[config.mk]
export PLATFORM = sky130hd
export DESIGN_NAME = opc5ls_uart_tx_port_flat
export DESIGN_NICKNAME = d
export VERILOG_FILES = /design/src/rtl/opc5ls_pkg.sv /design/src/rtl/opc5ls_uart_tx_port_if.sv /design/src/rtl/opc5ls_byte_fifo.sv /design/src/rtl/opc5ls_uart_tx_port.sv /design/src/flat_wrapper.sv
export SDC_FILE = /design/constraint.sdc
export NUM_CORES = 1
export LEC_CHECK = 0
export CELL_PAD_IN_SITES_DETAIL_PLACEMENT = 1
export CELL_PAD_IN_SITES_GLOBAL_PLACEMENT = 1
export CORE_ASPECT_RATIO = 2
export CORE_MARGIN = 2
export CORE_UTILIZATION = 25
export DETAILED_ROUTE_END_ITERATION = 7
export PLACE_DENSITY = 0.47
export SLEW_MARGIN = 15
export SYNTH_ARGS = -nofsm -noshare
export SYNTH_HDL_FRONTEND = slang
export SYNTH_SLANG_ARGS = --single-unit
export TNS_END_PERCENT = 1
[constraint.sdc]
create_clock -name clk -period 3.15 [get_ports clk]
set_input_delay 0.63 -clock clk [delete_from_list [all_inputs] [get_ports clk]]
set_output_delay 0.63 -clock clk [all_outputs]
set_load 0.005 [all_outputs]
[src/rtl/opc5ls_pkg.sv]
// Shared definitions for the OPC5LS UART transmit port: register offsets,
// STATUS/CTRL bit positions and the transmitter state encoding.
package opc5ls_pkg;

    localparam logic [1:0] REG_DATA   = 2'd0;
    localparam logic [1:0] REG_STATUS = 2'd1;
    localparam logic [1:0] REG_DIV    = 2'd2;
    localparam logic [1:0] REG_CTRL   = 2'd3;

    localparam int ST_BUSY      = 0;
    localparam int ST_FULL      = 1;
    localparam int ST_EMPTY     = 2;
    localparam int ST_OVF       = 3;
    localparam int ST_COUNT_LSB = 8;
    localparam int ST_COUNT_MSB = 12;

    localparam int CTRL_EN      = 0;
    localparam int CTRL_IE      = 1;
    localparam int CTRL_FLUSH   = 2;
    localparam int CTRL_CLR_OVF = 3;

    typedef enum logic [1:0] {
        TX_IDLE  = 2'd0,
        TX_START = 2'd1,
        TX_DATA  = 2'd2,
        TX_STOP  = 2'd3
    } tx_state_e;

endpackage

[src/rtl/opc5ls_uart_tx_port_if.sv]
// OPC5LS CPU bus as seen by one memory-mapped responder.
interface opc5ls_uart_tx_port_if;
    logic [15:0] address;
    logic        rnw;
    logic [15:0] din;
    logic [15:0] dout;
    logic        sel;

    modport master (output address, output rnw, output din, input dout, input sel);
    modport slave  (input address, input rnw, input din, output dout, output sel);
endinterface

[src/rtl/opc5ls_byte_fifo.sv]
// Circular byte FIFO with separate count register; flush overrides push/pop.
module opc5ls_byte_fifo #(
    parameter int DEPTH = 4
) (
    input  logic                       clk,
    input  logic                       reset,
    input  logic                       push_i,
    input  logic                       pop_i,
    input  logic                       flush_i,
    input  logic [7:0]                 data_i,
    output logic [7:0]                 head_o,
    output logic [$clog2(DEPTH):0]     count_o,
    output logic                       full_o,
    output logic                       empty_o
);
    localparam int PW = $clog2(DEPTH);
    localparam int CW = PW + 1;
    localparam logic [CW-1:0] FULL_CNT = CW'(DEPTH);

    logic [7:0]    mem_q [DEPTH];
    logic [PW-1:0] wr_ptr_q, wr_ptr_d;
    logic [PW-1:0] rd_ptr_q, rd_ptr_d;
    logic [CW-1:0] count_q, count_d;
    logic          push_s, pop_s;

    assign empty_o = (count_q == {CW{1'b0}});
    assign full_o  = (count_q == FULL_CNT);
    assign count_o = count_q;
    assign head_o  = mem_q[rd_ptr_q];

    // A pop frees a slot first, so push while full is legal alongside a pop.
    assign pop_s  = pop_i & ~empty_o & ~flush_i;
    assign push_s = push_i & (~full_o | pop_s) & ~flush_i;

    // Next-state pointers and count.
    always_comb begin
        wr_ptr_d = wr_ptr_q;
        rd_ptr_d = rd_ptr_q;
        count_d  = count_q;
        if (flush_i) begin
            wr_ptr_d = {PW{1'b0}};
            rd_ptr_d = {PW{1'b0}};
            count_d  = {CW{1'b0}};
        end else begin
            if (push_s) begin
                wr_ptr_d = wr_ptr_q + PW'(1);
            end else begin
                wr_ptr_d = wr_ptr_q;
            end
            if (pop_s) begin
                rd_ptr_d = rd_ptr_q + PW'(1);
            end else begin
                rd_ptr_d = rd_ptr_q;
            end
            case ({push_s, pop_s})
                2'b10:   count_d = count_q + CW'(1);
                2'b01:   count_d = count_q - CW'(1);
                default: count_d = count_q;
            endcase
        end
    end

    // Pointer, count and storage registers.
    always_ff @(posedge clk or posedge reset) begin
        if (reset) begin
            wr_ptr_q <= {PW{1'b0}};
            rd_ptr_q <= {PW{1'b0}};
            count_q  <= {CW{1'b0}};
            for (int i = 0; i < DEPTH; i++) begin
                mem_q[i] <= 8'h00;
            end
        end else begin
            wr_ptr_q <= wr_ptr_d;
            rd_ptr_q <= rd_ptr_d;
            count_q  <= count_d;
            if (push_s) begin
                mem_q[wr_ptr_q] <= data_i;
            end
        end
    end
endmodule

[src/rtl/opc5ls_uart_tx_port.sv]
// OPC5LS memory-mapped 8N1 UART transmitter: zero-wait-state register file,
// byte FIFO and a START/DATA/STOP serialiser with programmable bit period.
module opc5ls_uart_tx_port
    import opc5ls_pkg::*;
#(
    parameter logic [15:0] BASE_ADDR  = 16'hFE00,
    parameter int          FIFO_DEPTH = 4,
    parameter logic [15:0] RESET_DIV  = 16'd433
) (
    input  logic                  clk,
    input  logic                  reset,
    opc5ls_uart_tx_port_if.slave  bus,
    output logic                  txd,
    output logic                  irq
);
    localparam int CW = $clog2(FIFO_DEPTH) + 1;

    logic [15:0]   offset_s;
    logic          wr_s, wr_data_s, wr_div_s, wr_ctrl_s;
    logic          flush_s, clr_ovf_s, push_s, pop_s, start_ok_s;
    logic [7:0]    fifo_head_s;
    logic [CW-1:0] fifo_count_s;
    logic          fifo_full_s, fifo_empty_s;
    logic [15:0]   status_s, ctrl_s, rdata_s;

    logic [15:0]   div_q, div_d;
    logic          en_q, en_d, ie_q, ie_d, ovf_q, ovf_d, irq_q;
    tx_state_e     state_q, state_d;
    logic [15:0]   baud_q, baud_d;
    logic [2:0]    idx_q, idx_d;
    logic [7:0]    shift_q, shift_d;
    logic          txd_q, txd_d;

    // Unsigned subtraction wraps, so one compare covers both window edges.
    assign offset_s  = bus.address - BASE_ADDR;
    assign bus.sel   = (offset_s < 16'd4);
    assign wr_s      = bus.sel & ~bus.rnw;
    assign wr_data_s = wr_s & (offset_s[1:0] == REG_DATA);
    assign wr_div_s  = wr_s & (offset_s[1:0] == REG_DIV);
    assign wr_ctrl_s = wr_s & (offset_s[1:0] == REG_CTRL);
    assign flush_s   = wr_ctrl_s & bus.din[CTRL_FLUSH];
    assign clr_ovf_s = wr_ctrl_s & bus.din[CTRL_CLR_OVF];
    assign push_s    = wr_data_s & (~fifo_full_s | pop_s);
    assign start_ok_s = en_q & ~fifo_empty_s;

    opc5ls_byte_fifo #(.DEPTH(FIFO_DEPTH)) u_fifo (
        .clk     (clk),
        .reset   (reset),
        .push_i  (push_s),
        .pop_i   (pop_s),
        .flush_i (flush_s),
        .data_i  (bus.din[7:0]),
        .head_o  (fifo_head_s),
        .count_o (fifo_count_s),
        .full_o  (fifo_full_s),
        .empty_o (fifo_empty_s)
    );

    // Register-file next state.
    always_comb begin
        div_d = div_q;
        en_d  = en_q;
        ie_d  = ie_q;
        ovf_d = ovf_q;
        if (wr_div_s) begin
            div_d = bus.din;
        end else begin
            div_d = div_q;
        end
        if (wr_ctrl_s) begin
            en_d = bus.din[CTRL_EN];
            ie_d = bus.din[CTRL_IE];
        end else begin
            en_d = en_q;
            ie_d = ie_q;
        end
        if (wr_data_s & fifo_full_s & ~pop_s) begin
            ovf_d = 1'b1;
        end else if (clr_ovf_s) begin
            ovf_d = 1'b0;
        end else begin
            ovf_d = ovf_q;
        end
    end

    // Transmitter next state; STOP chains straight into START when data waits.
    always_comb begin
        state_d = state_q;
        baud_d  = baud_q;
        idx_d   = idx_q;
        shift_d = shift_q;
        txd_d   = txd_q;
        pop_s   = 1'b0;
        case (state_q)
            TX_IDLE: begin
                if (start_ok_s) begin
                    pop_s   = 1'b1;
                    shift_d = fifo_head_s;
                    baud_d  = div_q;
                    txd_d   = 1'b0;
                    state_d = TX_START;
                end else begin
                    txd_d   = 1'b1;
                end
            end
            TX_START: begin
                if (baud_q == 16'd0) begin
                    state_d = TX_DATA;
                    baud_d  = div_q;
                    idx_d   = 3'd0;
                    txd_d   = shift_q[0];
                end else begin
                    baud_d  = baud_q - 16'd1;
                end
            end
            TX_DATA: begin
                if (baud_q == 16'd0) begin
                    baud_d = div_q;
                    if (idx_q == 3'd7) begin
                        state_d = TX_STOP;
                        txd_d   = 1'b1;
                    end else begin
                        idx_d   = idx_q + 3'd1;
                        shift_d = {1'b0, shift_q[7:1]};
                        txd_d   = shift_q[1];
                    end
                end else begin
                    baud_d = baud_q - 16'd1;
                end
            end
            TX_STOP: begin
                if (baud_q == 16'd0) begin
                    if (start_ok_s) begin
                        pop_s   = 1'b1;
                        shift_d = fifo_head_s;
                        baud_d  = div_q;
                        txd_d   = 1'b0;
                        state_d = TX_START;
                    end else begin
                        state_d = TX_IDLE;
                        txd_d   = 1'b1;
                    end
                end else begin
                    baud_d = baud_q - 16'd1;
                end
            end
            default: begin
                state_d = TX_IDLE;
                txd_d   = 1'b1;
            end
        endcase
    end

    // State registers; reset aborts any frame and parks the line high.
    always_ff @(posedge clk or posedge reset) begin
        if (reset) begin
            div_q   <= RESET_DIV;
            en_q    <= 1'b1;
            ie_q    <= 1'b0;
            ovf_q   <= 1'b0;
            irq_q   <= 1'b0;
            state_q <= TX_IDLE;
            baud_q  <= 16'd0;
            idx_q   <= 3'd0;
            shift_q <= 8'h00;
            txd_q   <= 1'b1;
        end else begin
            div_q   <= div_d;
            en_q    <= en_d;
            ie_q    <= ie_d;
            ovf_q   <= ovf_d;
            irq_q   <= ie_q & fifo_empty_s & (state_q == TX_IDLE);
            state_q <= state_d;
            baud_q  <= baud_d;
            idx_q   <= idx_d;
            shift_q <= shift_d;
            txd_q   <= txd_d;
        end
    end

    // Side-effect-free read mux; zero when unselected for OR-merging.
    always_comb begin
        status_s = 16'h0000;
        status_s[ST_BUSY]  = (state_q != TX_IDLE);
        status_s[ST_FULL]  = fifo_full_s;
        status_s[ST_EMPTY] = fifo_empty_s;
        status_s[ST_OVF]   = ovf_q;
        status_s[ST_COUNT_MSB:ST_COUNT_LSB] = 5'(fifo_count_s);
        ctrl_s = 16'h0000;
        ctrl_s[CTRL_EN] = en_q;
        ctrl_s[CTRL_IE] = ie_q;
        rdata_s = 16'h0000;
        if (bus.sel) begin
            case (offset_s[1:0])
                REG_DATA:   rdata_s = 16'h0000;
                REG_STATUS: rdata_s = status_s;
                REG_DIV:    rdata_s = div_q;
                REG_CTRL:   rdata_s = ctrl_s;
                default:    rdata_s = 16'h0000;
            endcase
        end else begin
            rdata_s = 16'h0000;
        end
    end

    assign bus.dout = rdata_s;
    assign txd      = txd_q;
    assign irq      = irq_q;
endmodule

[src/flat_wrapper.sv]
// flat-port wrapper written by rule: the top's interface ports become plain ports
module opc5ls_uart_tx_port_flat import opc5ls_pkg::*;
#(
    parameter logic [15:0] BASE_ADDR  = 16'hFE00,
    parameter int          FIFO_DEPTH = 4,
    parameter logic [15:0] RESET_DIV  = 16'd433
)
  (clk, reset, txd, irq, bus_address, bus_rnw, bus_din, bus_dout, bus_sel);
  opc5ls_uart_tx_port_if bus_i ();
  input  logic clk;
  input  logic reset;
  output logic txd;
  output logic irq;
  input wire logic [$bits(bus_i.address)-1:0] bus_address;
  input wire logic [$bits(bus_i.rnw)-1:0] bus_rnw;
  input wire logic [$bits(bus_i.din)-1:0] bus_din;
  output wire logic [$bits(bus_i.dout)-1:0] bus_dout;
  output wire logic [$bits(bus_i.sel)-1:0] bus_sel;
  assign bus_i.address = bus_address;
  assign bus_i.rnw = bus_rnw;
  assign bus_i.din = bus_din;
  assign bus_dout = bus_i.dout;
  assign bus_sel = bus_i.sel;
  opc5ls_uart_tx_port #(.BASE_ADDR(BASE_ADDR), .FIFO_DEPTH(FIFO_DEPTH), .RESET_DIV(RESET_DIV)) u_core (.clk(clk), .reset(reset), .bus(bus_i), .txd(txd), .irq(irq));
endmodule
# Yosys cells after proc, flatten, opt, wreduce, memory -nomap -nowiden
# Cells that the tools add are included.
# totals
regBits	89
input_bits	35
wordCells	131
# op_classes
n_addsub	7
n_lt_le_gt_ge	4
n_eq_ne	16
n_mux	45
n_bitwise	25
reduce_logical	17
# ops
op	count
$mux 16	4
$pmux 16 s4	1
$mux 8	7
$pmux 16 s3	1
$bwmux 32	1
$pmux 8 s3	1
$mux 2	9
$and 1x1->1	16
$bmux 8 s2	1
$demux 8 s2	1
$logic_not 16->1	1
$lt 16x3->1 const B	1
$sub 16x1->16 const B	1
$sub 16x16->16 const B	1
$mux 3	4
$pmux 3 s2	2
$eq 2x2->1 const B	5
$mux 1	10
$ne 2x1->1 const B	5
$reduce_bool 2->1	5
$pmux 2 s4	1
$reduce_and 4->1	2
$add 3x1->3 const B	2
$eq 2x1->1 const B	3
18 further kinds	29

# Logic depth before layout (Yosys ltp)
# Gate-level depths: netlist of run 1.
# depth
ltp_word	14
ltp_mapped	13
depth_no_buf	12

# By module
# Synthesis of run 1 repeated with hierarchy kept, for this count alone.
# unflattened
hier_cells	490
area_unflattened_um2	5336.4
# by_module_without_submodules
module	instances	cells_per_inst	area_per_inst_um2	seq_area_each_um2
opc5ls_uart_tx_port	1	349	3385.7	1260.0
opc5ls_byte_fifo	1	141	1950.6	975.9

# Worst setup path before layout of run 1
# OpenSTA, ideal clock, no wires.
# synth_path
kind	input port to flip-flop
start	input bus_address[9]
end	register u_core.u_fifo.count_q[2] (netlist: u_core.u_fifo.count_o[2])
setup_ps	121
arrival_time_ps	3249
t_required_ps	3029
slack_ps	-220
path_stages	13
n_path_buf	1
cell_sequence	ha_1 > nor4b_1 > and4_1 > nand3_1 > inv_1 > clkbuf_1 > nand3_1 > ha_1 > fa_1 > xnor2_1 > nor2_1 > xnor2_1 > nor2_1
# synth_between
elab_chain_len	13
elab_cells_between_ends	17
# synth_rtl
element	line_no	rtl
start, declared	flat_wrapper.sv:14	input wire logic [$bits(bus_i.address)-1:0] bus_address;
$sub 16x16->16 *	opc5ls_uart_tx_port.sv:35	assign offset_s = bus.address - BASE_ADDR;
$lt 16x3->1 *	opc5ls_uart_tx_port.sv:36	assign bus.sel = (offset_s < 16'd4);
$and 1x1->1 *	opc5ls_uart_tx_port.sv:37	assign wr_s = bus.sel & ~bus.rnw;
$and 1x1->1	opc5ls_uart_tx_port.sv:40	assign wr_ctrl_s = wr_s & (offset_s[1:0] == REG_CTRL);
$and 1x1->1	opc5ls_uart_tx_port.sv:41	assign flush_s = wr_ctrl_s & bus.din[CTRL_FLUSH];
$not 1->1	opc5ls_byte_fifo.sv:32, opc5ls_byte_fifo.sv:33	
$and 1x1->1	opc5ls_byte_fifo.sv:32	assign pop_s = pop_i & ~empty_o & ~flush_i;
$or 1x1->1	opc5ls_byte_fifo.sv:33	assign push_s = push_i & (~full_o | pop_s) & ~flush_i;
$and 1x1->1 (2 in a row)	opc5ls_byte_fifo.sv:33	
$eq 2x1->1 / $eq 2x2->1 (equally long branches)	opc5ls_byte_fifo.sv:55	case ({push_s, pop_s})
$pmux 3 s2	opc5ls_byte_fifo.sv:55	
$mux 3	opc5ls_byte_fifo.sv:40	if (flush_i) begin
end signal, assigned	opc5ls_byte_fifo.sv:68	count_q <= {CW{1'b0}};
end signal, assigned	opc5ls_byte_fifo.sv:75	count_q <= count_d;
end, declared	opc5ls_byte_fifo.sv:23	logic [CW-1:0] count_q, count_d;
# Mark *: on every way between the ends. The rest lies on a longest branch, timed or not.
# A chain may end at the register's enable or synchronous reset.

# Worst setup path after layout of run 1
# layout_path
start	input bus_address[10]
end	output bus_dout[0]
# layout_between
elab_chain_len	3
# layout_rtl
element	line_no	rtl
$sub 16x16->16	opc5ls_uart_tx_port.sv:35	
$lt 16x3->1	opc5ls_uart_tx_port.sv:36	
$mux 16	opc5ls_uart_tx_port.sv:193	if (bus.sel) begin
end, declared	flat_wrapper.sv:17	output wire logic [$bits(bus_i.dout)-1:0] bus_dout;
# Every way passes these cells.

==> results.ini, run 1 <==
[run_status]
outcome=finished with violations
violations=negative setup slack

[global_routing]
antenna_found_initial=0
overflow=0
grt_pass1_vias=4331
grt_pass1_wl_um=24900
grt.total_usage=0.164
grt_start_max_net_pins=78

[drt]
drtIter0Drc=112
vias_per_cell=4.96
drt_drc_violations_left=0
wl_um=16100
first_pass_iters=6
ant_nets=0
via_count=3877
wl_per_cell_um=20.6

[sta]
layout_setup_ws_ps=-60.0
fin_skew_ps=8.49
setup_viol=1
timing.fmax_mhz=312
fin_crit_ps=3210
period_share=1.02
max_slew.worst_pin.slew_ps=732
finalHoldViolations=0
relSlewSlack=0.508
drv_slew=0
rsz0062_at_grt=true

[yosys]
async_reset_ff_frac=1.00
syn_inst=431
synth_edf_count=0
synth_flop_cell=dfrtp_1
synth_cell_types=55
ys_seq_elements=89
syn-num-nets=482
synth_area_um2=4900
ys_warn_count=0
synth_seq_area_share=0.456
synth_area_per_cell_um2=11.4

[worst_setup_path]
reg2reg_slack_ps=150
path_buf_inv=3
slowest_delay_ps=510
worstPathCellList=dlygate4sd2_1 > ha_1 > nor4b_2 > and4_4 > nand3_2 > buf_6 > nor2_1 > clkdlybuf4s50_1
rr_startpoint=u_core.baud_q[7]
critical-path-top-delay-family=buffers and inverters
reg2reg_to=u_core.baud_q[13]
startpoint=bus_address[10]
endpoint_kind=output port
path_class=primary input to output port
critPathMaxFanout=7
reg2reg_depth=7
critPathLaunchType=primary input
worst_ep_required_time_ps=2520
crit_arrival_ps=2580
crit_slowest_cell=clkdlybuf4s50_1

[run]
maxCapViolCount=0

[die]
initial_utilization=0.254
top_level_ports=54
design.die.area_um2=20800
core_area_um2=19300
die_width_um=103
num_rows=72
die_h_um=202

[final_layout]
area_delta_synth_final_pct=30.3
final_cells=782
layout-drive-gt1-share=0.321
mostFrequentLayoutCells=dfrtp_1, mux2_2, buf_4, clkdlybuf4s50_1, nor2_1
mostFrequentLayoutCell=dfrtp_1
diodes=0
nets=569

[clock_tree]
clkTransAtPathRegs_ps=70
htree_levels=3
clockRootBuffer=clkbuf_16
cts_buffer_depth=2
cts_made_buffers=9
clock-sinks=89
clk_latency_ps=360
cts_tree=yes

[power_and_ir_drop]
ir_drop_uv=189
p_leak_uw=0.00300
power_density_nw_per_um2=375
p_total_uw=2390

[placed_design]
place_congestion=0.820
portBuffers=53
dp.cells=764
place_ws_ps=-441
dp_hpwl_um=12600

[min_path]
hold_end=u_core.u_fifo.mem_q[16]
hold_depth=1
worstHoldPathType=flip-flop to flip-flop
min_from=u_core.u_fifo.mem_q[16]

-- cells by family after synthesis --
| group | share of synthesized area |
|---|---|
| muxes | 0.208 |
| AOI/OAI and AO/OA | 0.107 |
| DFF | 0.456 |
| and+or+nand+nor | 0.141 |
| adders and majority gates | 0.0424 |
| xor gates and xnor gates | 0.0196 |
| buffers and inverters | 0.0268 |
-- final cells by class --
type	count	area (um2)
fillers	2197	12900
inverters	11	42.5
multi-input cells	308	2580
clock buffers	12	246
flip-flops and latches	89	2240
well taps	259	324
repair buffers	99	932
clock inverters	4	28.8
-- worst max path at each step --
stage / to / slack (ps) / cells after the start
floorplan: u_core.u_fifo.count_o[2] / -70 / 13
global placement: bus_dout[7] / -370 / 9
detailed placement: bus_dout[11] / -440 / 9
CTS: bus_dout[0] / -90 / 8
global route: bus_dout[0] / -140 / 8
finish: bus_dout[0] / -60 / 8
-- where the power goes --
part / internal [uW] / switching, uW / leakage [uW]
Sequential: 1150 / 2.33 / 0.00121
Clock: 558 / 491 / 0.000129
Combinational: 86.9 / 109 / 0.00166
Total: 1790 / 602 / 0.00300
-- sequential cells by signal (all words and copies together), names as in the netlist --
signal,flops
u_core.baud_q,16
u_core.div_q,16
u_core.en_q,1
u_core.idx_q,3
u_core.ie_q,1
u_core.irq,1
u_core.ovf_q,1
u_core.shift_q,8
u_core.state_q,2
u_core.txd,1
u_core.u_fifo.count_o,3
u_core.u_fifo.mem_q,32
u_core.u_fifo.rd_ptr_q,2
u_core.u_fifo.wr_ptr_q,2
-- routing by layer --
metal | up-vias | part of all wire | GRT usage
met5 | - | 0 | 0
met4 | 0 | 0.039 | 0.0780
met3 | 31 | 0.018 | 0.0207
met2 | 62 | 0.60 | 0.322
met1 | 1995 | 0.34 | 0.160
li1 | 1789 | - | -
-- timing repair --
item	in CTS	in global routing
hold buffers	0	0
resized for setup	28	6
setup buffers	1	1
endpoints found under the setup margin	18	4
pin swaps	2	3
-- cell usage after synthesis, types with 2 or more instances --
| cell | count | area share |
|---|---|---|
| nor3_1 | 13 | 0.013 |
| o31ai_1 | 2 | 0.0031 |
| mux4_2 | 8 | 0.037 |
| or4b_2 | 2 | 0.0041 |
| dfrtp_1 | 82 | 0.42 |
| a21o_1 | 3 | 0.0046 |
| xor2_1 | 2 | 0.0036 |
| nor3b_1 | 2 | 0.0031 |
| nand3b_1 | 2 | 0.0031 |
| o211ai_1 | 6 | 0.0092 |
| a221o_1 | 4 | 0.0082 |
| and4_1 | 2 | 0.0036 |
| o21ai_0 | 14 | 0.014 |
| clkbuf_1 | 19 | 0.015 |
| and3_1 | 13 | 0.017 |
| ha_1 | 15 | 0.038 |
| or3_1 | 4 | 0.0051 |
| a22o_1 | 7 | 0.013 |
| inv_1 | 11 | 0.0084 |
| nand4_2 | 4 | 0.010 |
| nor4_1 | 7 | 0.0089 |
| mux2i_1 | 5 | 0.010 |
| nand2b_1 | 2 | 0.0026 |
| or2_2 | 2 | 0.0026 |
| o22ai_1 | 5 | 0.0064 |
| a31oi_1 | 3 | 0.0038 |
| nor2_1 | 26 | 0.020 |
| dfstp_2 | 7 | 0.038 |
| a21oi_1 | 10 | 0.010 |
| a22oi_1 | 10 | 0.015 |
| mux2_2 | 70 | 0.16 |
| buf_2 | 3 | 0.0031 |
| nand4_1 | 2 | 0.0026 |
| nand3_1 | 11 | 0.011 |
| nand2_1 | 20 | 0.015 |
| or4_1 | 3 | 0.0046 |
| nor2b_1 | 4 | 0.0051 |
| xnor2_1 | 9 | 0.016 |
-- through the flow --
stage	area [um2]	hold slack (ps)	TNS (ps)	util
5_1_grt	6390	523	-222	0.331
3_5_place_dp	6080	492	-6870	0.315
4_1_cts	6360	508	-264	0.330
2_1_floorplan	4920	457	-68.4	-
6_report	6390	504	-60.0	0.331
3_3_place_gp	6080	482	-5870	0.315
Note: power is estimated with default switching activity, not from simulation.
==> inputs of run 2 (changes only) <==
--- a/config.mk
+++ b/config.mk
@@ -6,12 +6,13 @@
 export NUM_CORES = 1
 export LEC_CHECK = 0
 export CELL_PAD_IN_SITES_DETAIL_PLACEMENT = 1
-export CELL_PAD_IN_SITES_GLOBAL_PLACEMENT = 1
+export CELL_PAD_IN_SITES_GLOBAL_PLACEMENT = 2
 export CORE_ASPECT_RATIO = 2
 export CORE_MARGIN = 2
 export CORE_UTILIZATION = 25
 export DETAILED_ROUTE_END_ITERATION = 7
-export PLACE_DENSITY = 0.47
+export PLACE_DENSITY = 0.55
+export SETUP_SLACK_MARGIN = 0.5
 export SLEW_MARGIN = 15
 export SYNTH_ARGS = -nofsm -noshare
 export SYNTH_HDL_FRONTEND = slang
==> results.ini, run 2 (synthesis results as in run 1) <==
[run_status]
outcome=finished, final reports clean

[global_routing]
grt.total_usage=0.164
grt_pass1_wl_um=25400
grt_pass1_vias=4348
overflow=0
antenna_found_initial=0
grt_start_max_net_pins=90

[final_layout]
mostFrequentLayoutCell=dfrtp_1
largest_register=u_core.u_fifo.mem_q
diodes=0
seqCellArea_um2=2240
mostFrequentLayoutCells=dfrtp_1, mux2_2, buf_4, clkdlybuf4s50_1, nor2_1
area_delta_synth_final_pct=34.8
layout-drive-gt1-share=0.361
biggestRegsByFlops=u_core.u_fifo.mem_q x32, u_core.baud_q x16, u_core.div_q x16
nets=575
multi_input_area_um2=2700
design_area_um2=6610
fillerInstances=2186
final_cells=788
largest_reg_flops=32
final_util=0.343

[placed_design]
place_congestion=0.771
dp.cells=758
dp_hpwl_um=12200
placed_area_um2=6090
portBuffers=53

[drt]
drt_drc_violations_left=0
drtIter0Drc=129
via_count=3918
wl_um=16000
vias_per_cell=4.97
wl_per_cell_um=20.4
first_pass_iters=4
ant_nets=0

[sta]
finalHoldViolations=0
relSlewSlack=0.529
rsz0062_at_grt=true
period_share=0.961
drv_slew=0
fin_setup_tns_ps=0
max_slew.worst_pin.slew_ps=706
timing.fmax_mhz=330
fin_crit_ps=3030
hold_slack_ps=500
setup_viol=0
fin_skew_ps=13.0

[die]
design.die.area_um2=20800
top_level_ports=54
initial_utilization=0.254
die_width_um=103
core_area_um2=19300
num_rows=72
die_h_um=202

[worst_setup_path]
slowest_delay_ps=520
reg2reg_to=u_core.shift_q[6]
worst_ep_required_time_ps=2520
crit_slowest_cell=clkdlybuf4s50_1
endpoint_kind=output port
rr_startpoint=u_core.baud_q[0]
crit_arrival_ps=2400
worstPathCellList=clkdlybuf4s50_1 > nand3_2 > mux2i_4 > nand3_4 > clkinvlp_4 > buf_4 > and3_1 > dlygate4sd2_1
cp-endpoint=bus_dout[7]
startpoint=bus_address[12]
reg2reg_slack_ps=180
reg2reg_depth=7
path_class=primary input to output port
critPathMaxFanout=4
critPathLaunchType=primary input

[power_and_ir_drop]
power_frac_seq=0.470
swShare=0.259
power_density_nw_per_um2=370
p_leak_uw=0.00302
p_int_uw=1810
ir_drop_uv=245
comb_power_share=0.084
clkPwrFrac=0.447
power_switching_uw=633

[clock_tree]
cts_made_buffers=9
clkTransAtPathRegs_ps=70
cts_buffer_depth=2
cts_tree=yes
htree_levels=3
clk_latency_ps=350
clock-sinks=89
clockRootBuffer=clkbuf_16

[run]
maxCapViolCount=0

[min_path]
hold_depth=1
worstHoldPathType=flip-flop to flip-flop

-- run 2: cell types whose count changed in the layout (fill, tap and decap cells not counted), moves of 3 or more --
cell             before  now
clkdlybuf4s50_1      35   28
dlygate4sd2_1        13   19
buf_6                 2    6
clkdlybuf4s15_1       0    3
nand3_1              10    7
nor2_1               25   22
-- run 2: area by class of cell --
type | instances | area share
inverters | 11 | 0.00757
well taps | 259 | 0.0490
multi-input cells | 308 | 0.408
clock buffers | 10 | 0.0362
flip-flops and latches | 89 | 0.339
repair inverters | 1 | 0.00114
clock inverters | 6 | 0.00852
repair buffers | 104 | 0.151
-- run 2: metrics by stage --
| stage | setup WS [ps] | power, uW |
|---|---|---|
| after floorplan | 245 | 1260 |
| after global routing | 40.5 | 2550 |
| final | 122 | 2450 |
| after detailed placement | -406 | 1370 |
| after CTS | 160 | 2490 |
| after global placement | -401 | 1370 |
-- run 2: repair_timing --
| action | CTS | global route |
|---|---|---|
| cloned | 1 | 0 |
| endpoints found under the setup margin | 90 | 76 |
| hold buffers | 0 | 0 |
| pin swaps | 14 | 2 |
| buffers inserted | 13 | 0 |
| resized for setup | 66 | 1 |
-- run 2: power by group through the flow --
stage / logic (uW) / registers, uW / clock network, uW
2_1_floorplan: 88.4 / 1170 / 0
3_3_place_gp: 196 / 1170 / 0
3_5_place_dp: 198 / 1170 / 0
4_1_cts: 208 / 1150 / 1130
5_1_grt: 227 / 1150 / 1180
6_report: 204 / 1150 / 1090
-- run 2: worst max-delay path: cells and delay by family --
| family | cells | cell delay [ps] |
|---|---|---|
| mux | 1 | 220 |
| simple gates | 3 | 420 |
| buf+inv | 4 | 1140 |
-- run 2: metal layers --
| layer | vias up | GRT usage | wire [um] |
|---|---|---|---|
| met5 | - | 0 | 0 |
| met4 | 0 | 0.0728 | 623 |
| met3 | 30 | 0.0221 | 237 |
| met2 | 50 | 0.314 | 9470 |
| met1 | 2040 | 0.169 | 5710 |
| li1 | 1798 | - | - |
-- run 2: worst min path at each step --
| stage | to | slack (ps) | start |
|---|---|---|---|
| global route | u_core.u_fifo.mem_q[28] | 520 | u_core.u_fifo.mem_q[28] |
| floorplan | u_core.ovf_q | 460 | u_core.ovf_q |
| detailed placement | u_core.u_fifo.mem_q[15] | 490 | u_core.u_fifo.mem_q[15] |
| finish | u_core.u_fifo.mem_q[15] | 500 | u_core.u_fifo.mem_q[15] |
| global placement | u_core.u_fifo.mem_q[23] | 480 | u_core.u_fifo.mem_q[23] |
| CTS | u_core.u_fifo.mem_q[15] | 510 | u_core.u_fifo.mem_q[15] |
